`src/rtl/pattern_playback_sequencer.sv`:
```
// pattern_playback_sequencer
//
// Plays a stored game pattern onto eight one-hot LEDs. On a start request the
// packed pattern, the play direction and the clamped round length are captured.
// Each entry is then lit for ON_CYCLES cycles and followed by OFF_CYCLES blank
// cycles. A one-cycle done pulse tells the mode FSM that the input handler may
// be enabled.
//
// Ports
//   clk_i      system clock, rising edge
//   rst_i      asynchronous active-high reset
//   start_i    request playback; only honoured in IDLE or DONE
//   abort_i    synchronous cancel back to IDLE, highest priority
//   reverse_i  0: oldest entry first, 1: newest entry first (sampled with start)
//   length_i   number of valid entries, clamped to MAX_LEN at capture
//   pattern_i  packed 3-bit entries, newest at [2:0]
//   led_o      one-hot LED drive while an entry is shown, zero otherwise
//   busy_o     high while playback is running (ON or GAP)
//   done_o     one-cycle completion pulse
//   idx_o      play-order index of the entry being shown, 0 when idle
//
// State | meaning
// ------+-------------------------------------------------
// IDLE  | waiting for start
// ON    | current entry lit, timer counting down the on-time
// GAP   | LEDs blank, timer counting down the gap
// DONE  | single completion cycle; start here chains playback

module pattern_playback_sequencer #(
    parameter int MAX_LEN    = 25,
    parameter int ON_CYCLES  = 4,
    parameter int OFF_CYCLES = 2
) (
    input  logic                   clk_i,
    input  logic                   rst_i,
    input  logic                   start_i,
    input  logic                   abort_i,
    input  logic                   reverse_i,
    input  logic [15:0]            length_i,
    input  logic [3*MAX_LEN-1:0]   pattern_i,
    output logic [7:0]             led_o,
    output logic                   busy_o,
    output logic                   done_o,
    output logic [15:0]            idx_o
);

    localparam int PW      = 3 * MAX_LEN;
    localparam int MAX_CYC = (ON_CYCLES > OFF_CYCLES) ? ON_CYCLES : OFF_CYCLES;
    localparam int TW      = $clog2(MAX_CYC + 1);

    // The timer counts down to zero, so each phase loads its length minus one.
    localparam logic [TW-1:0] ON_LOAD  = TW'(ON_CYCLES - 1);
    localparam logic [TW-1:0] OFF_LOAD = TW'((OFF_CYCLES > 0) ? (OFF_CYCLES - 1) : 0);
    localparam logic [15:0]   MAX_LEN_W = 16'(MAX_LEN);

    typedef enum logic [1:0] {
        S_IDLE = 2'd0,
        S_ON   = 2'd1,
        S_GAP  = 2'd2,
        S_DONE = 2'd3
    } state_t;

    state_t          state_q, state_d;
    logic [TW-1:0]   timer_q, timer_d;
    logic [15:0]     idx_q,   idx_d;
    logic [15:0]     len_q,   len_d;
    logic [PW-1:0]   pat_q,   pat_d;
    logic            rev_q,   rev_d;
    logic [7:0]      led_q,   led_d;
    logic            busy_q,  busy_d;
    logic            done_q,  done_d;

    logic [15:0]     clamp_len;
    logic            last_entry;
    logic [15:0]     pos;
    logic [2:0]      entry;

    assign clamp_len  = (length_i > MAX_LEN_W) ? MAX_LEN_W : length_i;
    assign last_entry = ((idx_q + 16'd1) >= len_q);

    // Next-state logic
    always_comb begin
        state_d = state_q;
        timer_d = timer_q;
        idx_d   = idx_q;
        len_d   = len_q;
        pat_d   = pat_q;
        rev_d   = rev_q;

        unique case (state_q)
            S_IDLE, S_DONE: begin
                if (start_i) begin
                    pat_d = pattern_i;
                    rev_d = reverse_i;
                    len_d = clamp_len;
                    idx_d = 16'd0;
                    if (clamp_len == 16'd0) begin
                        state_d = S_DONE;
                        timer_d = '0;
                    end else begin
                        state_d = S_ON;
                        timer_d = ON_LOAD;
                    end
                end else begin
                    state_d = S_IDLE;
                    timer_d = '0;
                end
            end
            S_ON: begin
                if (timer_q == '0) begin
                    if (OFF_CYCLES > 0) begin
                        state_d = S_GAP;
                        timer_d = OFF_LOAD;
                    end else if (last_entry) begin
                        state_d = S_DONE;
                        idx_d   = 16'd0;
                        timer_d = '0;
                    end else begin
                        state_d = S_ON;
                        idx_d   = idx_q + 16'd1;
                        timer_d = ON_LOAD;
                    end
                end else begin
                    timer_d = timer_q - TW'(1);
                end
            end
            S_GAP: begin
                if (timer_q == '0) begin
                    if (last_entry) begin
                        state_d = S_DONE;
                        idx_d   = 16'd0;
                        timer_d = '0;
                    end else begin
                        state_d = S_ON;
                        idx_d   = idx_q + 16'd1;
                        timer_d = ON_LOAD;
                    end
                end else begin
                    timer_d = timer_q - TW'(1);
                end
            end
            default: begin
                state_d = S_IDLE;
                timer_d = '0;
                idx_d   = 16'd0;
            end
        endcase

        if (abort_i) begin
            state_d = S_IDLE;
            timer_d = '0;
            idx_d   = 16'd0;
        end
    end

    // Entry selection works on the next-cycle snapshot so the LED register
    // shows the right entry in the very first ON cycle after start.
    always_comb begin
        pos   = rev_d ? idx_d : (len_d - 16'd1 - idx_d);
        entry = 3'd0;
        for (int j = 0; j < MAX_LEN; j++) begin
            if (pos == 16'(j)) begin
                entry = pat_d[3*j +: 3];
            end
        end
    end

    always_comb begin
        led_d  = (state_d == S_ON) ? (8'b1 << entry) : 8'h00;
        busy_d = (state_d == S_ON) || (state_d == S_GAP);
        done_d = (state_d == S_DONE);
    end

    always_ff @(posedge clk_i or posedge rst_i) begin
        if (rst_i) begin
            state_q <= S_IDLE;
            timer_q <= '0;
            idx_q   <= 16'd0;
            len_q   <= 16'd0;
            pat_q   <= '0;
            rev_q   <= 1'b0;
            led_q   <= 8'h00;
            busy_q  <= 1'b0;
            done_q  <= 1'b0;
        end else begin
            state_q <= state_d;
            timer_q <= timer_d;
            idx_q   <= idx_d;
            len_q   <= len_d;
            pat_q   <= pat_d;
            rev_q   <= rev_d;
            led_q   <= led_d;
            busy_q  <= busy_d;
            done_q  <= done_d;
        end
    end

    assign led_o  = led_q;
    assign busy_o = busy_q;
    assign done_o = done_q;
    assign idx_o  = idx_q;

endmodule
```
`config.mk`:
```
export PLATFORM = sky130hd
export DESIGN_NAME = pattern_playback_sequencer
export DESIGN_NICKNAME = d
export VERILOG_FILES = /design/src/rtl/pattern_playback_sequencer.sv
export SDC_FILE = /design/constraint.sdc
export NUM_CORES = 1
export LEC_CHECK = 0
export BUFFER_PORTS_ARGS = -buffer_cell sky130_fd_sc_hd__buf_4
export CORE_ASPECT_RATIO = 1.4
export CORE_UTILIZATION = 50
export CTS_CLUSTER_SIZE = 10
export DETAILED_ROUTE_END_ITERATION = 16
export HOLD_SLACK_MARGIN = 0.15
export MAX_ROUTING_LAYER = met4
export PLACE_DENSITY = 0.72
export SETUP_SLACK_MARGIN = 0.05
export SLEW_MARGIN = 15
export SYNTH_ARGS = -nofsm -noshare
export SYNTH_HDL_FRONTEND = slang
export SYNTH_SLANG_ARGS = --single-unit
```
`constraint.sdc`:
```
create_clock -name clk_i -period 8.6 [get_ports clk_i]
set_input_delay 2.15 -clock clk_i [delete_from_list [all_inputs] [get_ports clk_i]]
set_output_delay 2.15 -clock clk_i [all_outputs]
set_load 0.005 [all_outputs]
```
== Word-level counts from Yosys, hierarchy flattened ==
Cells that the tools add are included.

* Flip-flop bits (word level): 123
* Latch bits: 0
* RAM bits: 0
* Memory bits (read-only): 0
* Input port bits: 96
* Output and inout bits: 26
* Memories: 0

* Add/sub/neg operators: 4
* $mul: 0
* Div/mod/pow operators: 0
* $lt $le $gt $ge: 2
* Eq/ne operators: 30
* Shifts and indexed selects: 1
* Multiplexer cells: 53
* Bitwise operators: 0
* Reduce and logical (&&, ||, !) cells: 6

{| class="wikitable"
|+ Operators with widths
! operator !! count
|-
| 75-bit two-way mux || 2
|-
| 16-bit by 5-bit equality test with 1-bit output (second input constant) || 9
|-
| 16-bit by 4-bit equality test with 1-bit output (second input constant) || 8
|-
| 16-bit two-way mux || 8
|-
| 3-bit two-way mux || 29
|-
| 16-bit by 3-bit equality test with 1-bit output (second input constant) || 4
|-
| 16-bit one-hot mux with 3 select lines || 1
|-
| 16-bit by 2-bit equality test with 1-bit output (second input constant) || 2
|-
| 16-bit zero test || 2
|-
| 16-bit by 1-bit adder with 16-bit output (second input constant) || 1
|-
| 16-bit by 1-bit equality test with 1-bit output (second input constant) || 1
|-
| 16-bit >= comparator || 1
|-
| 16-bit by 5-bit greater-than comparator with 1-bit output (second input constant) || 1
|-
| 2-bit two-way mux || 8
|-
| 16-bit by 1-bit subtractor with 16-bit output (second input constant) || 1
|-
| 16-bit subtractor || 1
|-
| 3-bit one-hot mux with 3 select lines || 1
|-
| 2-bit equality test (second input constant) || 4
|-
| 8-bit two-way mux || 1
|-
| 1-bit by 3-bit left shift with 8-bit output (first input constant) || 1
|-
| 2-bit one-hot mux with 3 select lines || 1
|-
| 2-bit by 1-bit equality test with 1-bit output (second input constant) || 2
|-
| 3-bit zero test || 1
|-
| 3-bit by 1-bit subtractor with 3-bit output (second input constant) || 1
|-
| other kinds (4) || 5
|}

== Logic depth before layout (Yosys ltp) ==
* Depth after elaboration: 36
* Depth in mapped cells: 31

== Least setup slack after synthesis ==
No wires, ideal clock.

* Path type: input to register
* Start point: in start_i
* End point: reg led_q[0], in the netlist led_o[0]
* Library setup time: 0.149 ns
* Data arrival time: 6.842 ns
* Path slack: 1.608 ns
* Stages: 23
* Path buffers: 7
* Cell sequence: buf_2 -> nand2_1 -> clkbuf_1 -> buf_2 -> buf_1 -> buf_2 -> clkbuf_1 -> nand2_1 -> o21a_1 -> inv_1 -> ha_1 -> a21o_1 -> maj3_1 -> nand2_1 -> o2111a_1 -> buf_2 -> nand2_2 -> or3_1 -> a32o_1 -> a21oi_1 -> o32ai_1 -> a211oi_1 -> nor3_1

* Longest elaborated chain between the ends: 33

{| class="wikitable"
|+ Ends and longest elaborated chain
! element !! RTL line !! RTL
|-
| start, declared || 36 || <nowiki>input logic start_i,</nowiki>
|-
| 16-bit two-way mux * || 92 || <nowiki>if (start_i) begin</nowiki>
|-
| 16-bit two-way mux * || 90 || <nowiki>unique case (state_q)</nowiki>
|-
| named net len_d[1] || 66 || <nowiki>logic [15:0] len_q, len_d;</nowiki>
|-
| 16-bit by 1-bit subtractor with 16-bit output * || 159 || <nowiki>pos = rev_d ? idx_d : (len_d - 16'd1 - idx_d);</nowiki>
|-
| 16-bit subtractor * || 159 ||
|-
| 16-bit two-way mux * || 159 ||
|-
| 16-bit zero test || 162 || <nowiki>if (pos == 16'(j)) begin</nowiki>
|-
| 3-bit two-way mux (24 in series) || 162 ||
|-
| 3-bit two-way mux * || 162 ||
|-
| 1-bit by 3-bit left shift with 8-bit output * || 169 || <nowiki>led_d = (state_d == S_ON) ? (8'b1 << entry) : 8'h00;</nowiki>
|-
| 8-bit two-way mux * || 169 ||
|-
| named net led_d[0] || 69 || <nowiki>logic [7:0] led_q, led_d;</nowiki>
|-
| end signal, assigned || 192 || <nowiki>led_q <= led_d;</nowiki>
|-
| end, declared || 69 ||
|}

The timed path passes the listed nets; every way through them passes the cells marked *.

== Worst setup path in the final report ==
* Start point: reg idx_q[2], in the netlist idx_o[2]
* End point: reg led_q[4], in the netlist led_o[4]

* Longest elaborated chain between the ends: 36

{| class="wikitable"
|+ Ends and longest elaborated chain
! element !! RTL line !! RTL
|-
| start, declared || 65 || <nowiki>logic [15:0] idx_q, idx_d;</nowiki>
|-
| start signal, assigned || 188 || <nowiki>idx_q <= idx_d;</nowiki>
|-
| 16-bit by 1-bit adder with 16-bit output || 79, 135 ||
|-
| 16-bit >= comparator || 79 || <nowiki>assign last_entry = ((idx_q + 16'd1) >= len_q);</nowiki>
|-
| 16-bit two-way mux || 129 || <nowiki>if (last_entry) begin</nowiki>
|-
| 16-bit two-way mux || 128 || <nowiki>if (timer_q == '0) begin</nowiki>
|-
| 16-bit one-hot mux with 3 select lines || 90 ||
|-
| 16-bit two-way mux || 149 || <nowiki>if (abort_i) begin</nowiki>
|-
| 16-bit subtractor || 159 ||
|-
| 16-bit two-way mux || 159 ||
|-
| 16-bit zero test || 162 ||
|-
| 3-bit two-way mux (25 in series) || 162 ||
|-
| 1-bit by 3-bit left shift with 8-bit output || 169 ||
|-
| 8-bit two-way mux * || 169 ||
|-
| named net led_d[4] || 69 ||
|}

Marked as above.

==> impl_metrics.csv <==
group,metric,value,unit
clock_tree,htree_levels,4,
global_route,antenna_violations_before_repair,0,
yosys,post-synth-top-area-cell,"sky130_fd_sc_hd__dfrtp_1",
yosys,synth.cell_area,7990,um2
clock_tree,cts.hold.buffers_added,0,
placement,port_buffers,121,
sta,setup_tns,0,ns
yosys,yosys_most_used_dff,"sky130_fd_sc_hd__dfrtp_1",
critical_path,kind_of_start_point_of_the_critical_path,"flip-flop",
drt,drc,0,
critical_path,cp_data_required_time,8.89,ns
yosys,synth-seq-cells,123,
clock_tree,clkLatencyLatePin,0.43,ns
clock_tree,cts-root-to-sink-buffers,2,
yosys,async_reset_ff_share,100,%
critical_path,arrival,8.30,ns
clock_tree,number_of_setup_buffers_added_after_cts,0,
sta,rsz_0062_raised_after_global_routing,"false",
floorplanning,io-pin-count,122,
sta,maxClockFrequency,0.125,GHz
flow_run,drv_cap,0,
final_layout,post_route_cells_drive_above_1_share,28.7,%
global_route,grt_pass1_wl,36300,um
final_layout,flow.area_growth_from_synthesis,20.5,%
sta,hold_viol_final,0,
drt,vias_per_std_cell,6.07,
placement,routabilityCongestion,1.00,
floorplanning,core_area,15600,um2
power_and_ir_drop,static-leakage-power,4.46,nW
critical_path,setup.worst_path.class,"flip-flop to flip-flop",
global_route,overflow,0,
global_route,grt_max_degree,66,
yosys,synth-warning-count,0,
critical_path,critPathMaxFanout,19,
clock_tree,clk_pin_slew_worst_paths,0.06,ns
yosys,synth_area_leaders,"sky130_fd_sc_hd__dfrtp_1 (39%), sky130_fd_sc_hd__mux2_2 (10%), sky130_fd_sc_hd__ha_1 (5.8%), sky130_fd_sc_hd__a21oi_1 (4.0%), sky130_fd_sc_hd__nor2_1 (2.7%)",
sta,worst_pin_slew,0.960,ns
power_and_ir_drop,largest_voltage_drop_on_the_vdd_net,0.151,mV
sta,slew_violations,0,
sta,worst_slew_margin_rel,35.6,%
yosys,yosysSeqAreaShare,38.5,%
global_route,global_route.usage.total,30.2,%
yosys,synth_top_area_share,38.5,%
floorplanning,floorplan.die.width,109,um
floorplanning,fp.dieH,152,um
placement,hpwl,17300,um
global_route,grt_pass1_vias,7036,
clock_tree,cts_repair_resize_count,0,
final_layout,fin_nets,1073,
drt,drtAntennaViolNets,0,
floorplanning,num_rows,54,
yosys,post_syn_nets,963,
sta,final_setup_skew,0.00782,ns
yosys,synthesis.area_per_instance,9.63,um2
sta,finalSetupViolations,0,
yosys,unique_cell_type_count_in_the_yosys_netlist,91,
clock_tree,cts_root_buf,"sky130_fd_sc_hd__clkbuf_16",
floorplanning,dieArea,16500,um2
drt,drt_iter0_markers,378,
drt,num_vias,6972,
sta,final_min_period_over_clock_period,93.1,%
placement,dpl_worst_slack,0.767,ns
sta,worst_slack,0.590,ns
drt,wl_per_cell,20.0,um
clock_tree,cts_tree,"built",
final_layout,antenna-diode-count,0,
status,status,"finished, final reports clean",
worst_hold_path,timing.hold.worst.class,"flip-flop to flip-flop",
drt,totalWireLength,22900,um
yosys,syn-instance-count,829,
drt,drt_pre_antenna_iters,5,
critical_path,endpoint_kind,"flip-flop",
clock_tree,clock_sink_count,123,
power_and_ir_drop,power_density,184,nW/um2
sta,finalWorstPathRequiredPeriod,8.01,ns
yosys,synth_edf_count,0,
clock_tree,tritoncts.num_buffers,17,
floorplanning,starting_utilization_of_the_core_area,51.2,%
## state kept, by name (all words and copies together), names as in the netlist
name	count
pat_q	75
idx_o	16
len_q	16
led_o	8
timer_q	3
state_q	2
busy_o	1
done_o	1
rev_q	1
## synth_stat cells, drive strengths merged, types with 13 or more instances
cell type    n
nand2       51
o211ai      13
ha          37
clkbuf      22
a21oi       66
nor3        31
nand3       17
dfrtp      123
mux2        71
nor2        59
xnor2       16
o21ai       33
a31oi       13
or3         17
buf         19
inv         52
## report_power, final
group / internal, mW / switching (mW) / leakage, nW / total [mW]
Sequential: 0.636 / 0.0155 / 1.53 / 0.652
Combinational: 0.176 / 0.247 / 2.66 / 0.423
Clock: 0.403 / 0.290 / 0.270 / 0.693
## worst paths after layout
kind                       startpoint   endpoint  slack (ns)  cells after the start
max                          idx_o[2]   led_o[4]        0.59                     25
min in group asynchronous       rst_i   len_q[9]        1.86                      2
max reg2reg                  idx_o[2]   led_o[4]        0.59                     25
max in group asynchronous       rst_i  pat_q[59]        5.43                      3
min                         pat_q[61]  pat_q[61]        0.49                      1
min reg2reg                 pat_q[61]  pat_q[61]        0.49                      1
## critical path, cell delays in order, from the launching register on
cell                       delay (ns)
sky130_fd_sc_hd__dfrtp_1         0.69
sky130_fd_sc_hd__and4_1          0.27
sky130_fd_sc_hd__and2_1          0.25
sky130_fd_sc_hd__and3_1          0.27
sky130_fd_sc_hd__and3_1          0.23
sky130_fd_sc_hd__xor2_1          0.09
sky130_fd_sc_hd__ha_1            0.29
sky130_fd_sc_hd__nand4_1         0.12
sky130_fd_sc_hd__nor3_1          0.31
sky130_fd_sc_hd__nor4b_4         0.31
sky130_fd_sc_hd__or3_1           0.47
sky130_fd_sc_hd__nor2_2          0.22
sky130_fd_sc_hd__o21ai_0         0.47
sky130_fd_sc_hd__ha_1            0.26
sky130_fd_sc_hd__inv_1           0.06
sky130_fd_sc_hd__fa_1            0.51
sky130_fd_sc_hd__xnor2_1         0.20
sky130_fd_sc_hd__nor2_1          0.08
sky130_fd_sc_hd__xnor2_2         0.69
sky130_fd_sc_hd__nand2_2         0.34
sky130_fd_sc_hd__or3_1           0.45
sky130_fd_sc_hd__a32o_1          0.24
sky130_fd_sc_hd__a21oi_1         0.18
sky130_fd_sc_hd__o32ai_1         0.13
sky130_fd_sc_hd__a211oi_1        0.59
sky130_fd_sc_hd__nor3_1          0.12
## metrics by stage
step	utilization, %	cells	hold WS [ns]	area (um2)	total power, mW
finish	61.7	1148	0.492	9630	1.77
global route	61.7	1148	0.509	9630	1.85
CTS	61.7	1148	0.494	9630	1.78
detailed placement	58.1	1116	0.480	9060	1.08
global placement	58.1	1116	0.475	9060	1.07
floorplan	-	829	0.451	7990	0.943
## layout make-up
cell class                      instances  area, um2
Fill cell                            1311       5980
Multi-Input combinational cell        613       4550
Sequential cell                       123       3080
Timing Repair Buffer                  132        991
Clock buffer                           18        429
Tap cell                              196        245
Inverter                               52        198
Clock inverter                         14        135
## cell usage in the layout, fill, tap and decap left out, types with 28 or more instances in the layout
cell,synthesis,layout
sky130_fd_sc_hd__nor2_1,58,58
sky130_fd_sc_hd__nand2_1,50,49
sky130_fd_sc_hd__dfrtp_1,123,123
sky130_fd_sc_hd__a21oi_1,64,64
sky130_fd_sc_hd__mux2_2,71,71
sky130_fd_sc_hd__o21ai_0,29,29
sky130_fd_sc_hd__inv_1,50,49
sky130_fd_sc_hd__ha_1,37,37
sky130_fd_sc_hd__nor3_1,28,28
sky130_fd_sc_hd__buf_4,0,132
## cell families (layout without fill, tap and decap cells)
group	after synthesis	count (layout)	share of synthesized area (%)
buf+inv	93	216	4.59
mux	83	83	11.5
simple gates	235	235	15.7
xor+xnor	24	24	2.73
fa+ha+maj	39	39	6.17
compound gates	232	232	20.8
flops	123	123	38.5
## per-layer routing
layer	vias up	GRT usage [%]	share of wire, %
met2	256	50.7	51
met3	87	5.99	4.8
li1	3279	-	-
met5	-	-	0
met1	3350	32.9	38
met4	0	18.4	5.7
No activity file was read; power rests on OpenSTA's default activity.
